===== config.mk =====
export PLATFORM = sky130hd
export DESIGN_NAME = fp_mul_issue_queue
export DESIGN_NICKNAME = d
export VERILOG_FILES = /design/src/rtl/fp_mul_issue_queue.sv
export SDC_FILE = /design/constraint.sdc
export NUM_CORES = 1
export LEC_CHECK = 0
export CORE_ASPECT_RATIO = 0.75
export CORE_MARGIN = 2
export CORE_UTILIZATION = 49
export CTS_CLUSTER_SIZE = 12
export DETAILED_ROUTE_END_ITERATION = 12
export PLACE_DENSITY = 0.82
export SYNTH_ARGS = -nofsm -noshare
export SYNTH_HDL_FRONTEND = slang
export SYNTH_SLANG_ARGS = --single-unit

===== constraint.sdc =====
create_clock -name CLK -period 3.12 [get_ports CLK]
set_input_delay 0.624 -clock CLK [delete_from_list [all_inputs] [get_ports CLK]]
set_output_delay 0.624 -clock CLK [all_outputs]
set_load 0.005 [all_outputs]

===== src/rtl/fp_mul_issue_queue.sv =====
// rtl/fp_mul_issue_queue.sv - operand FIFO and issue sequencer for the single-precision multiplier
module fp_mul_issue_queue #(
    parameter int DEPTH  = 4,
    parameter int ADDR_W = 2
) (
    input  logic              CLK,
    input  logic              RST,
    input  logic              in_valid,
    output logic              in_ready,
    input  logic [31:0]       in_a,
    input  logic [31:0]       in_b,
    output logic [31:0]       mul_a,
    output logic [31:0]       mul_b,
    output logic              mul_en,
    input  logic [31:0]       mul_result,
    output logic              res_valid,
    input  logic              res_ready,
    output logic [31:0]       res_data,
    output logic [ADDR_W:0]   count,
    output logic              busy
);

    typedef enum logic [1:0] {IDLE, ISSUE, WAIT, HOLD} state_t;

    localparam logic [ADDR_W:0] DEPTH_C = (ADDR_W + 1)'(DEPTH);

    state_t              state_q, state_d;
    logic [63:0]         mem_q [DEPTH];
    logic [ADDR_W-1:0]   wr_ptr_q, wr_ptr_d;
    logic [ADDR_W-1:0]   rd_ptr_q, rd_ptr_d;
    logic [ADDR_W:0]     count_q, count_d;
    logic [31:0]         mul_a_q, mul_a_d;
    logic [31:0]         mul_b_q, mul_b_d;
    logic                res_valid_q, res_valid_d;
    logic [31:0]         res_data_q, res_data_d;
    logic                push, pop, have_entry;

    // in_ready looks only at the registered count, so a full FIFO never pushes through a pop
    assign in_ready   = (count_q < DEPTH_C);
    assign push       = in_valid && in_ready;
    assign have_entry = (count_q != '0);

    always_ff @(posedge CLK) begin
        if (RST) begin
            state_q     <= IDLE;
            wr_ptr_q    <= '0;
            rd_ptr_q    <= '0;
            count_q     <= '0;
            mul_a_q     <= '0;
            mul_b_q     <= '0;
            res_valid_q <= 1'b0;
            res_data_q  <= '0;
        end else begin
            state_q     <= state_d;
            wr_ptr_q    <= wr_ptr_d;
            rd_ptr_q    <= rd_ptr_d;
            count_q     <= count_d;
            mul_a_q     <= mul_a_d;
            mul_b_q     <= mul_b_d;
            res_valid_q <= res_valid_d;
            res_data_q  <= res_data_d;
        end
    end

    always_ff @(posedge CLK) begin
        if (!RST && push) begin
            mem_q[wr_ptr_q] <= {in_a, in_b};
        end
    end

    always_comb begin
        state_d = state_q;
        pop     = 1'b0;
        case (state_q)
            IDLE: begin
                if (have_entry) begin
                    state_d = ISSUE;
                    pop     = 1'b1;
                end
            end
            ISSUE: state_d = WAIT;
            WAIT:  state_d = HOLD;
            HOLD: begin
                if (res_ready) begin
                    if (have_entry) begin
                        state_d = ISSUE;
                        pop     = 1'b1;
                    end else begin
                        state_d = IDLE;
                    end
                end
            end
            default: state_d = IDLE;
        endcase
    end

    always_comb begin
        wr_ptr_d    = push ? wr_ptr_q + 1'b1 : wr_ptr_q;
        rd_ptr_d    = pop  ? rd_ptr_q + 1'b1 : rd_ptr_q;
        count_d     = count_q;
        case ({push, pop})
            2'b10:   count_d = count_q + 1'b1;
            2'b01:   count_d = count_q - 1'b1;
            default: count_d = count_q;
        endcase
        mul_a_d     = pop ? mem_q[rd_ptr_q][63:32] : mul_a_q;
        mul_b_d     = pop ? mem_q[rd_ptr_q][31:0]  : mul_b_q;
        res_valid_d = res_valid_q;
        res_data_d  = res_data_q;
        // The multiplier's product becomes visible the cycle after the issue strobe
        if (state_q == WAIT) begin
            res_valid_d = 1'b1;
            res_data_d  = mul_result;
        end else if (state_q == HOLD && res_ready) begin
            res_valid_d = 1'b0;
        end
    end

    always_comb begin
        mul_en = (state_q == ISSUE);
        busy   = (state_q != IDLE) || have_entry;
    end

    assign mul_a     = mul_a_q;
    assign mul_b     = mul_b_q;
    assign res_valid = res_valid_q;
    assign res_data  = res_data_q;
    assign count     = count_q;

endmodule

==> out/qor.txt <==
Outcome -> completed
Core footprint -> 27800 um^2
Drt initial violations -> 564
First-pass GRT wire length -> 48500 um
Ys Warns -> 0
Via/cell ratio -> 5.84
Synthesized flop and latch total -> 362
Clock Pin Slew Worst Setup and Hold Paths -> 0.06 ns
Die Ht -> 149 um
GRT Util Overall -> 21.7%
Initial antenna violation count -> 4
Nets -> 1127
Crit-path max FO -> 4
Slew Viols, Final -> 0
WS Path Type -> flop to output pin
Syn nets -> 934
Unique masters post-synth -> 35
Type of element launching the critical path -> flop
VDD IR-drop max -> 944 uV
CTS Buf Count -> 37
Critical path's slowest cell -> clkdlybuf4s50_1
Number of global-route vias before repair -> 8415
Critical path endpoint category -> output pin
Clock Path Buffers -> 3
Drt pass-1 iters -> 5
Min-delay src -> mul_a[29]$_SDFFE_PP0P_
Synthesized area per cell -> 16.7 um^2
Grt ovf -> 0
Slew HR -> 32.0%
Sequential area share after synthesis -> 71.4%
Setup TNS -> 0 ns
R2R Path Start -> state_q[0]$_SDFFE_PP0P_
Mapped cell area -> 13700 um^2
Rows -> 53
Part of the cycle the worst path needs -> 90.2%
Drt wl/cell -> 22.6 um
Initial Utilization -> 49.5%
I/O Pins -> 203
Delay-heaviest family, CP -> buffers and inverters
Share of cells above drive strength 1 -> 14.4%
Worst-Margin Slew -> 1.02 ns
Post-synth top area share -> 55.9%
Htree depth -> 2
DRC -> 0
Place WS -> 0.277 ns
Most frequent CP cell -> inv_1
Worst hold path class -> flop to flop
Main area contributors after synthesis -> edfxtp_1, dfxtp_1, mux4_2, o31ai_1, nand4_1
Clock Latency Late Sink -> 0.52 ns
RSZ-0062 raised after global routing -> false
Gr busiest metal -> met2
Fill count -> 2020
Crit path launch -> state_q[0]$_SDFFE_PP0P_
Post-CTS Resized -> 0
RD Place Congestion -> 0.750
CTS tree -> done
Leakage -> 5.55 nW
Die X -> 197 um
Global Route met2 Usage -> 35.2%
Clk root buf -> clkbuf_16
Max Clk Rate -> 0.355 GHz
Most common cell after layout, fill and taps aside -> edfxtp_1
Max-cap violations -> 0
Worst Path Buf+Inv -> 3
Core Util, Final -> 62.4%
Post-CTS Setup Inserts -> 0
Final setup violation count -> 0
Vias -> 8206
Critical Path Max Stage Delay -> 0.51 ns
Clock skew -> 0.0164 ns
Final Worst Setup Slack -> 0.306 ns
Dpl hpwl -> 19300 um
Final WL -> 31700 um
CTS hold repair buffers -> 0
Worst Hold Margin -> 0.469 ns
Fin crit period -> 2.81 ns
IO Port Bufs -> 202
Cell Pwr Density -> 877 nW/um^2
Pin count of the biggest net entering global routing -> 68
Reg2Reg Setup Slack -> 0.65 ns
Synth Instances -> 823
CP required -> 2.50 ns
Arrival @ worst endpoint -> 2.19 ns
Clk sinks -> 362
Die ar. -> 29400 um^2
Crit-path cells -> inv_1, ha_2, nor4b_2, inv_1, clkdlybuf4s50_1
GR Layer Usage met3 -> 5.65%
M1 GR Usage -> 29.1%
Area growth, synth to finish -> 26.2%
Most frequent cells in the layout -> edfxtp_1, clkdlybuf4s50_1, dfxtp_1, a21oi_1, o31ai_1
Final ANT Viol Nets -> 0
Fin. Hold Viols -> 0
Largest area contributor in the netlist -> edfxtp_1
## final timing paths
| kind | cells past startpoint | end |
|---|---|---|
| max | 5 | busy |
| min | 2 | mul_a[29]$_SDFFE_PP0P_ |
| max reg2reg | 9 | count[2]$_SDFFE_PP0P_ |
| min reg2reg | 2 | mul_a[29]$_SDFFE_PP0P_ |
## worst min-delay path, cell delays in order (launching register included)
cell and delay [ns]:
dfxtp_1 0.31, o31ai_1 0.06, a21oi_1 0.06
## layout make-up
| cell class | count | area (um^2) | area share, % |
|---|---|---|---|
| well taps | 357 | 447 | 2.58 |
| inverters | 12 | 45.0 | 0.260 |
| clock buffers | 64 | 1070 | 6.20 |
| multi-input cells | 374 | 3550 | 20.5 |
| flip-flops and latches | 362 | 9820 | 56.6 |
| diodes | 2 | 5.00 | 0.0289 |
| clock inverters | 4 | 52.6 | 0.303 |
| repair buffers | 229 | 2350 | 13.5 |
## per-layer routing
metal | vias up | wire length (um) | part of all wire, %
met3 | 51 | 2720 | 8.6
met4 | 4 | 597 | 1.9
met2 | 345 | 15100 | 48
li1 | 3677 | - | -
met5 | - | 23 | 0.073
met1 | 4129 | 13200 | 42
## cells in the mapped netlist (all sizes together)
cell type and count:
xnor2 1, buf 45, a31o 1, a21oi 70, o31ai 66, nor3 2
mux4 64, a211oi 1, a21o 1, nor2b 3, or3 2, a41oi 1
nand2b 2, clkbuf 30, xor2 2, dfxtp 106, inv 12, o2111ai 1
fa 1, o21ai 2, nor4b 1, nand3 1, and3 4, ha 10
nand2 1, mux2i 33, or4 1, nand4 64, edfxtp 256, nor2 39
## state kept, by name, indices dropped and copies added, names as in the netlist
register	flops
wr_ptr_q	2
res_valid	1
count	3
rd_ptr_q	2
res_data	32
mem_q	256
mul_b	32
state_q	2
mul_a	32
## report_power, final
group          total (W)  switching [W]  internal [W]
registers        0.00632       0.000433       0.00588
clock network    0.00412        0.00170       0.00242
logic            0.00477        0.00275       0.00202
## logic make-up (layout without fill, tap and decap cells)
family	count (synthesis)	after routing	share of synthesized area, %
AOI/OAI and AO/OA	143	143	6.53
DFF	362	362	71.4
muxes	97	97	12.9
and+or+nand+nor	120	120	4.77
adders and majority gates	11	11	1.06
other	0	2	0
buffers and inverters	87	309	3.17
xor gates and xnor gates	3	3	0.191
## stage by stage
| stage | std cells | area (um^2) | power, W |
|---|---|---|---|
| floorplan | 823 | 13700 | 0.00906 |
| global placement | 1334 | 16200 | 0.0110 |
| detailed placement | 1334 | 16200 | 0.0112 |
| CTS | 1402 | 17300 | 0.0153 |
| global route | 1402 | 17300 | 0.0160 |
| finish | 1404 | 17300 | 0.0152 |
Note: power is estimated with default switching activity, not from simulation.
